## config.mk

```make
export PLATFORM = sky130hd
export DESIGN_NAME = ysyx_22040365_pipe_ctrl
export DESIGN_NICKNAME = d
export VERILOG_FILES = /design/src/rtl/ysyx_22040365_pipe_ctrl.sv
export SDC_FILE = /design/constraint.sdc
export NUM_CORES = 1
export LEC_CHECK = 0
export ABC_CLOCK_PERIOD_IN_PS = 3570
export CORE_MARGIN = 2
export CORE_UTILIZATION = 45
export CTS_BUF_LIST = sky130_fd_sc_hd__clkbuf_16
export DETAILED_ROUTE_END_ITERATION = 8
export HOLD_SLACK_MARGIN = 0.08
export MAX_ROUTING_LAYER = met4
export PLACE_DENSITY = 0.81
export SLEW_MARGIN = 15
export SYNTH_ARGS = -nofsm -noshare
export SYNTH_HDL_FRONTEND = slang
export SYNTH_SLANG_ARGS = --single-unit
```

## constraint.sdc

```tcl
create_clock -name clk -period 3.57 [get_ports clk]
set_clock_uncertainty 0.15 [all_clocks]
set_input_delay 0.714 -clock clk [delete_from_list [all_inputs] [get_ports clk]]
set_output_delay 0.714 -clock clk [all_outputs]
set_load 0.005 [all_outputs]
```

## src/rtl/ysyx_22040365_pipe_ctrl.sv

```systemverilog
// Pipeline control for the five-stage ysyx_22040365 core: resolves memory
// wait states, taken-branch redirects and load-use hazards into per-stage hold/flush/commit controls.
module ysyx_22040365_pipe_ctrl #(
  parameter int unsigned TIMEOUT = 16
) (
  input  logic        clk,
  input  logic        rst,
  input  logic [4:0]  id_rs1_addr,
  input  logic        id_rs1_ren,
  input  logic [4:0]  id_rs2_addr,
  input  logic        id_rs2_ren,
  input  logic [4:0]  ex_rd_addr,
  input  logic        ex_rd_en,
  input  logic        ex_is_load,
  input  logic        ex_br_taken,
  input  logic        mem_req,
  input  logic        mem_ready,
  output logic        stall_if,
  output logic        stall_id,
  output logic        stall_ex,
  output logic        stall_mem,
  output logic        flush_id,
  output logic        flush_ex,
  output logic        wb_en,
  output logic        mem_err,
  output logic [31:0] stall_cnt,
  output logic [1:0]  dbg_state_o
);

  typedef enum logic [1:0] {
    S_IDLE = 2'd0,
    S_BUSY = 2'd1,
    S_ERR  = 2'd2
  } mem_state_e;

  localparam logic [7:0] WCNT_LAST = 8'(TIMEOUT - 1);

  // Handshake: mem_req is held by the MEM stage for the whole access; the
  // access completes in any cycle where mem_req & mem_ready are both high.
  // mem_ready without mem_req (IDLE) is ignored.
  mem_state_e  state_q, state_d;
  logic [7:0]  wcnt_q, wcnt_d;
  logic [31:0] stall_cnt_q, stall_cnt_d;
  logic        mem_stall;
  logic        lu_hazard;

  always_ff @(posedge clk) begin
    if (rst) begin
      state_q     <= S_IDLE;
      wcnt_q      <= 8'd0;
      stall_cnt_q <= 32'd0;
    end else begin
      state_q     <= state_d;
      wcnt_q      <= wcnt_d;
      stall_cnt_q <= stall_cnt_d;
    end
  end

  always_comb begin
    state_d   = state_q;
    wcnt_d    = wcnt_q;
    mem_stall = 1'b0;
    case (state_q)
      S_IDLE: begin
        wcnt_d = 8'd0;
        if (mem_req && !mem_ready) begin
          state_d   = S_BUSY;
          mem_stall = 1'b1;
        end
      end
      S_BUSY: begin
        if (mem_ready) begin
          state_d = S_IDLE;
          wcnt_d  = 8'd0;
        end else begin
          mem_stall = 1'b1;
          if (wcnt_q == WCNT_LAST) state_d = S_ERR;
          else                     wcnt_d  = wcnt_q + 8'd1;
        end
      end
      S_ERR: begin
        mem_stall = 1'b1;
      end
      default: begin
        state_d = S_IDLE;
        wcnt_d  = 8'd0;
      end
    endcase
  end

  // x0 is hardwired to zero, so a load targeting it never creates a dependency.
  assign lu_hazard = ex_is_load && ex_rd_en && (ex_rd_addr != 5'd0) &&
                     ((id_rs1_ren && (id_rs1_addr == ex_rd_addr)) ||
                      (id_rs2_ren && (id_rs2_addr == ex_rd_addr)));

  always_comb begin
    stall_if  = 1'b0;
    stall_id  = 1'b0;
    stall_ex  = 1'b0;
    stall_mem = 1'b0;
    flush_id  = 1'b0;
    flush_ex  = 1'b0;
    wb_en     = 1'b1;
    if (mem_stall) begin
      // EX is frozen, so a pending branch/hazard is seen again after the access.
      stall_if  = 1'b1;
      stall_id  = 1'b1;
      stall_ex  = 1'b1;
      stall_mem = 1'b1;
      wb_en     = 1'b0;
    end else if (ex_br_taken) begin
      flush_id = 1'b1;
      flush_ex = 1'b1;
    end else if (lu_hazard) begin
      stall_if = 1'b1;
      stall_id = 1'b1;
      flush_ex = 1'b1;
    end
  end

  always_comb begin
    stall_cnt_d = stall_cnt_q;
    if (stall_if && (stall_cnt_q != 32'hFFFF_FFFF)) stall_cnt_d = stall_cnt_q + 32'd1;
  end

  assign mem_err     = (state_q == S_ERR);
  assign stall_cnt   = stall_cnt_q;
  assign dbg_state_o = state_q;

endmodule
```

==> impl_metrics.ini <==
[outcome]
outcome = finished, final reports clean

[setup_path]
cp_max_fo = 3
endpoint_kind = output port
startpoint_type = input pin
critPathSlowestCell = clkdlybuf4s50_1
max_stage_delay_ns = 0.47
crit_arrival_ns = 2.62
cp_cell_sequence = clkdlybuf4s50_1 -> or3_1 -> o311a_1 -> a31oi_4 -> inv_1 -> clkdlybuf4s50_1
worstRegToRegCells = 7
path_class = input pin to output port
crit_top_cell = clkdlybuf4s50_1
required_ns = 2.71

[synth]
syn_area_per_cell_um2 = 8.21
ys_top_cells_by_area = dfxtp_1 35%, or4_1 7.6%, o31ai_1 7.0%
netlist_instances = 289
yosysSeqAreaShare_pct = 35.4
yosysWarnings = 0
synthesis.area_mm2 = 0.00237
synth.distinct_cells = 42
ys.flop_type = dfxtp_1
synth_nets = 315
synth_area_leader_cell = dfxtp_1
netlist.area_leader.share_pct = 35.4
synth_edf_count = 0
async_reset_ff_share_pct = 0
ys_seq_elements = 42

[clock_network]
numCtsBuffers = 5
clk_pin_slew_ns = 0.06
clock_latency_ns = 0.28
clockBufferDepth = 2
cts_tree = done
hold_buffers = 0
cts_max_level = 2
clock-root-buffer = clkbuf_16
clkSinkCount = 42

[power_and_ir_drop]
vdd_drop_max_uv = 224
leakage_nw = 1.04
power_density_mw_per_mm2 = 312

[floorplan]
initial_utilization_pct = 46.4
ios = 66
dieArea_mm2 = 0.00587
die_height_um = 76.6
rows = 26
core_mm2 = 0.00511
die_w_um = 76.6

[route]
drt-total-wl_mm = 5.46
wl_met1_mm = 2.49
wl_met3_um = 284
drt_iter0_drc = 101
ant_nets = 0
post_drt_wl_per_cell_um = 13.1
num_vias = 2348
vias_per_cell = 5.63
wl_met2_mm = 2.60
top_layer = met4
drt_pass1_iterations = 4
drc = 0

[timing]
max_freq_ghz = 0.287
final.setup.tns_ns = 0
drv_slew = 0
rsz0062_at_grt = false
finalCriticalPeriod_ns = 3.49
finalHoldViolations = 0
slew_headroom_pct = 44.1
finalCritPeriodShare_pct = 97.7
tightest_slew_ns = 0.832
setup_viol = 0

[worst_hold_path]
min_path_type = flop to flop
worstHoldPathCells = 2

[grt]
gr-usage-all-layers_pct = 19.4
grt.overflow.total = 0
grt_max_degree = 57
antenna_found_initial = 0
grt_pass1_wl_mm = 9.32
grt_pass1_vias = 2151

[placed_design]
gp_congestion = 0.862
dpl.hpwl_mm = 3.87
place_area_mm2 = 0.00305
numPortBuffers = 65

[finish]
mostFrequentLayoutCell = clkdlybuf4s50_1
drive_gt1_share_pct = 8.36
final_cell_area_mm2 = 0.00319
final_cell_mix = 64 x clkdlybuf4s50_1, 42 x dfxtp_1, 29 x a21oi_1
antenna_cells = 0
syn_to_final_growth_pct = 34.5
fin_nets = 373

[flow_run]
drv_cap = 0
==> logic make-up after synthesis <==
group	after synthesis	share of synthesized area, %
AO/OA/AOI/OAI	64	16.6
buffers and inverters	26	5.80
adder cells (fa/ha/maj)	2	1.05
XOR/XNOR	14	5.17
multiplexers	7	3.32
AND/OR/NAND/NOR	134	32.6
flip-flops	42	35.4
==> critical path: cells and delay by family <==
kind                   cells  cell delay, ns
AOI/OAI and AO/OA          2            0.56
and+or+nand+nor            1            0.34
buffers and inverters      3            1.01
==> cell usage after synthesis (2+ instances only) <==
library cell   n
a21oi_1       29
and2_1         2
and2_4         2
and3_1         5
and4_1         3
buf_2          5
buf_4          4
clkbuf_1       8
dfxtp_1       42
ha_1           2
inv_1          7
mux2_2         7
nand2_1       23
nand3_1       11
nand4_1        9
nor2_1        24
nor2b_1        7
nor3_1         3
nor4_1         7
o21ai_0        5
o31ai_1       22
or2_2          3
or3_1          5
or4_1         24
xnor2_1       13
==> metrics by stage <==
step                      total power [mW]  setup slack (ns)  instances  utilization, %  hold WS, ns
after floorplan                      0.530             0.463        289               -        0.321
after global placement               0.577            0.0452        410            59.8        0.325
after detailed placement             0.578            0.0153        410            59.8        0.337
after CTS                             1.00            0.0153        417            62.4        0.349
after global routing                  1.03            0.0153        417            62.5        0.372
final                                0.997            0.0824        417            62.5        0.347
==> final cells by class <==
cell class | instances | area, um^2
multi-input cells | 221 | 1410
well taps | 70 | 87.6
clock inverters | 2 | 10.0
clock buffers | 5 | 125
inverters | 7 | 26.3
repair buffers | 70 | 691
flip-flops and latches | 42 | 841
fillers | 471 | 1920
==> repair_timing <==
| action | CTS | global route |
|---|---|---|
| buffers inserted | 0 | 0 |
| setup endpoints to repair | 0 | 2 |
| gates resized for setup | 0 | 1 |
==> state kept, by name, summed over array words and instances (netlist names) <==
register     count
stall_cnt       32
dbg_state_o      2
wcnt_q           8
==> report_power, final <==
group / internal (mW) / switching [mW] / leakage, nW
Sequential: 0.471 / 0.00339 / 0.339
Clock: 0.252 / 0.177 / 0.0694
Combinational: 0.0510 / 0.0418 / 0.631
Total: 0.774 / 0.222 / 1.04
==> metal layers <==
layer  vias to the layer above  track usage [%]
li1                       1197                -
met4                         0             7.09
met5                         -                -
met1                      1066             22.8
met3                         9             4.38
met2                        76             32.5
==> final timing paths <==
kind / slack (ns) / to / from
max: 0.08 / stall_if / ex_rd_addr[2]
min: 0.35 / stall_cnt[5] / stall_cnt[5]
max reg2reg: 1.06 / stall_cnt[30] / stall_cnt[0]
min reg2reg: 0.35 / stall_cnt[5] / stall_cnt[5]
Note: power is estimated with default switching activity, not from simulation.
==> edit 1: new RTL, same settings <==
The parameter `TIMEOUT` goes from 16 to 8.
--- a/src/rtl/ysyx_22040365_pipe_ctrl.sv
+++ b/src/rtl/ysyx_22040365_pipe_ctrl.sv
@@ -1,7 +1,7 @@
 // Pipeline control for the five-stage ysyx_22040365 core: resolves memory
 // wait states, taken-branch redirects and load-use hazards into per-stage hold/flush/commit controls.
 module ysyx_22040365_pipe_ctrl #(
-  parameter int unsigned TIMEOUT = 16
+  parameter int unsigned TIMEOUT = 8
 ) (
   input  logic        clk,
   input  logic        rst,
Check against the original RTL: not equivalent (Yosys sat finds a counterexample within 10 cycles, from zero or initial values and one cycle with rst high).
==> edit 1 against the unedited design <==
Sequential power about the same. Fmax increased by 2.6%. Total power increased by 8.9%. Combinational power increased by 5.5%. Global-route usage increased by 2.5 points. Design area increased by 0.59%. Wire length increased by 11%. Area after synthesis decreased by 2.2%. Sequential cell count unchanged. Setup slack improved by 0.087 ns. Highest routed layer unchanged.
==> edit 1: results (changes against the unedited design) <==
metric	value	unit	change
TritonCTS Sinks	42		unchanged
Non-Clock Buffer Count	74		+5.7%
Seq/Total Area, Yosys	0.362		+0.00783
Worst Path Arrival	2.54	ns	-0.08 ns
CP max stage cell	or4_1		
Avg Vias per Cell	5.84		+3.7%
met1 Usage GRT	0.252		+0.0239
first-pass GRT wire length	9.47	mm	+1.7%
non-clk buf share	0.229		+0.0124
max FFs per register	32		unchanged
Post-Place Worst Slack	-0.0668	ns	-0.0821 ns
most frequent cells after synthesis	dfxtp_1, a21oi_1, nor2_1		
largest cells by area after synthesis	dfxtp_1, a21oi_1, or4_1		
wire length per cell	14.3	µm	+9.0%
vias in the first global route	2209		+2.7%
pwr/cell area	338	nW/µm²	+8.3%
VDD IR max	206	µV	-8.0%
DPL Wire Length	4.31	mm	+11%
placed cell area	3030	µm²	-0.82%
Crit path max-delay family	buffers and inverters		
fill cell count	440		-6.6%
crit-path max FO	2		-1
status	complete, no violations		
Clock Path Buffers	2		unchanged
M1 WL	2.52	mm	+1.1%
share of layout cells above drive strength 1	0.0618		-0.0218
comb_multi_in	223		+0.90%
grt met3 use	0.0437		-0.000188
Logic inverters	9		+2
max incr delay on CP	0.52	ns	+0.05 ns
Multi-input gate area	1350	µm²	-4.5%
Leakage	1.02	nW	-1.7%
DRT iter0 DRCs	112		+11%
# nets final	381		+2.1%
Routed met2 length	2.92	mm	+12%
syn_area_per_cell	8.03	µm²	-2.2%
Total GRT Usage	0.219		+0.0248
placer congestion estimate	0.840		-2.5%
routing usage on met2	0.375		+0.0507
met3 WL	554	µm	+95%
Layout clock area frac	0.0518		+0.00950
edit 1: cell types whose count changed after synthesis, sizes merged, moves of 4 or more:
cell and delta:
or3 +11, nand2 -4, a21oi +6, mux2 -6
nor4 -6, buf -4, nand4 +4, nor2b -6
o21ai +10, o31ai -5
edit 1: power breakdown:
group	total, W	leakage, nW	switching [W]	internal (W)
clock network	0.000515	0.0812	0.000188	0.000327
registers	0.000473	0.338	0.00000229	0.000471
logic	0.0000979	0.602	0.0000428	0.0000551
edit 1: path summary, 6_finish.rpt:
| path | startpoint | endpoint | slack (ns) | depth (start not counted) |
|---|---|---|---|---|
| hold reg to reg | wcnt_q[7]$_SDFFE_PP0P_ | wcnt_q[7]$_SDFFE_PP0P_ | 0.35 | 2 |
| hold / removal | wcnt_q[7]$_SDFFE_PP0P_ | wcnt_q[7]$_SDFFE_PP0P_ | 0.35 | 2 |
| setup reg to reg | stall_cnt[3]$_SDFFE_PP0P_ | stall_cnt[30]$_SDFFE_PP0P_ | 0.87 | 7 |
| setup / recovery | ex_rd_addr[1] | flush_ex | 0.17 | 8 |
edit 1: logic make-up (layout without fill, tap and decap cells):
kind of cell,after synthesis,after routing,synth area share
AND/OR/NAND/NOR,127,127,0.304
AO/OA/AOI/OAI,78,78,0.201
flip-flops,42,42,0.362
buffers and inverters,24,91,0.0588
XOR/XNOR,14,14,0.0528
adder cells (fa/ha/maj),2,2,0.0108
multiplexers,2,2,0.0108
edit 1: what timing repair did:
item | CTS | global route
resized for setup | 2 | 2
buffers inserted | 1 | 0
hold endpoints to repair | 0 | 0
gates cloned | 0 | 0
setup endpoints to repair | 2 | 2
pin swaps | 2 | 2
edit 1: stage by stage:
stage	std cells	hold WS, ns
finish	426	0.348
global route	426	0.383
CTS	426	0.351
detailed placement	417	0.342
global placement	417	0.320
floorplan	289	0.309
==> edit 2: new RTL, config.mk and constraints unchanged <==
Without the edit above. Register the output `dbg_state_o` once more, cleared by the reset; this adds one clock of latency there. The other outputs are not delayed to match.
--- a/src/rtl/ysyx_22040365_pipe_ctrl.sv
+++ b/src/rtl/ysyx_22040365_pipe_ctrl.sv
@@ -125,6 +125,12 @@
 
   assign mem_err     = (state_q == S_ERR);
   assign stall_cnt   = stall_cnt_q;
-  assign dbg_state_o = state_q;
+  always_ff @(posedge clk) begin
+    if (rst) begin
+      dbg_state_o <= '0;
+    end else begin
+      dbg_state_o <= state_q;
+    end
+  end
 
 endmodule
Formal check against the unedited RTL: not equivalent (Yosys sat finds a counterexample within 4 cycles, from zero or initial values and one cycle with rst high).
==> edit 2 against the unedited design <==
Critical path depth rose by 2. Setup slack improved by 0.14 ns. First-iteration DRC count increased by 21%. Area after synthesis fell by 5.2%. Sequential share of layout area up 1.4 points. Total power is 17% higher. Count of clock-buffer cells in the layout stayed put. Synthesized cell count fell by 8.7%. Design area fell by 0.51%. Sequential cell count up 2. Non-clock buffer count up 2. Largest power group is now clock. Critical endpoint is now flush_ex. Wire length down 4.0%. Register-to-register slack got worse by 0.09 ns.
==> edit 2: results (changes against the unedited design) <==
metric	value	unit	change
comb_multi_in	203		-8.1%
Layout clock area frac	0.0583		+0.0160
hold depth	1		-1
Post-Place Worst Slack	-0.0749	ns	-0.0901 ns
VDD IR max	192	µV	-14%
max incr delay on CP	0.51	ns	+0.04 ns
Yosys reg bits	44		+4.8%
Hold EP	dbg_state_o[1]$_SDFF_PP0_		
post-synthesis adder-cell area fraction	0.0111		+0.000581
Compound-Gate Fraction of Synth Area	0.0545		-0.112
xor and xnor area share after synthesis	0.156		+0.104
R2R depth	8		+1
share of layout cells above drive strength 1	0.0693		-0.0143
mux cell area share after synthesis	0.0189		-0.0143
Post-Syn Nets	290		-7.9%
Critical Path End	flush_ex		
Hold WS	0.326	ns	-0.0216 ns
reg2reg end	stall_cnt[9]$_SDFFE_PP0P_		
Worst Path Arrival	2.48	ns	-0.14 ns
setup slack, reg-to-reg	0.97	ns	-0.09 ns
status	complete, no violations		
Seq/Total Area, Yosys	0.392		+0.0373
Leakage	1.14	nW	+9.6%
Non-Clock Buffer Count	72		+2.9%
hold_sp	state_q[1]$_SDFFE_PP0P_		
sequential share of cell area	0.277		+0.0140
Worst Tran Pin Value	0.526	ns	-0.306 ns
fill cell count	398		-15%
most frequent cells after synthesis	nor2_1, dfxtp_1, xnor2_1		
Critical Path Start	id_rs2_addr[1]		
DRT iter0 DRCs	122		+21%
DPL Wire Length	3.82	mm	-1.2%
post-synthesis cell type count	44		+4.8%
crit-path max FO	2		-1
wirelength, routed	5.24	mm	-4.0%
non-clk buf share	0.223		+0.00623
==> edit 2: cell types whose count changed in the layout (fill, tap and decap cells not counted), moves of 4 or more <==
| cell | before | now |
|---|---|---|
| a21oi_1 | 29 | 5 |
| clkdlybuf4s50_1 | 64 | 59 |
| mux2_2 | 7 | 1 |
| nand2_1 | 23 | 18 |
| nor2_1 | 23 | 46 |
| nor3_1 | 3 | 11 |
| o31ai_1 | 22 | 0 |
| or3_1 | 5 | 1 |
| or4_1 | 24 | 1 |
| xnor2_1 | 13 | 27 |
| xor2_1 | 1 | 13 |
==> edit 2: per-stage QoR <==
| stage | setup TNS (ns) | cell area, µm² | total power (W) | instances | utilization |
|---|---|---|---|---|---|
| final | 0 | 3180 | 0.00117 | 399 | 0.664 |
| after global routing | 0 | 3180 | 0.00120 | 399 | 0.664 |
| after CTS | 0 | 3170 | 0.00117 | 399 | 0.662 |
| after detailed placement | -0.143 | 2980 | 0.000598 | 392 | 0.623 |
| after global placement | -0.0340 | 2980 | 0.000597 | 392 | 0.623 |
| after floorplan | 0 | 2250 | 0.000545 | 264 | - |
==> edit 2: worst max-delay path, delay by kind of cell <==
family / cells / cell delay [ns]
XOR/XNOR: 1 / 0.15
AO/OA/AOI/OAI: 1 / 0.16
AND/OR/NAND/NOR: 4 / 0.52
buffers and inverters: 2 / 0.94
==> edit 2: what timing repair did <==
item,CTS,global route
setup endpoints to repair,2,2
pin swaps,4,4
hold buffers,0,0
resized for setup,4,4
==> edit 2: power by group <==
group | internal (W) | switching [W]
Sequential | 0.000494 | 0.00000348
Clock | 0.000397 | 0.000183
Combinational | 0.0000498 | 0.0000393
==> edit 2: layer usage <==
metal | share of wire | GRT usage
met4 | 0.0094 | 0.0734
met5 | 0 | -
met2 | 0.48 | 0.343
met3 | 0.053 | 0.0509
met1 | 0.45 | 0.259
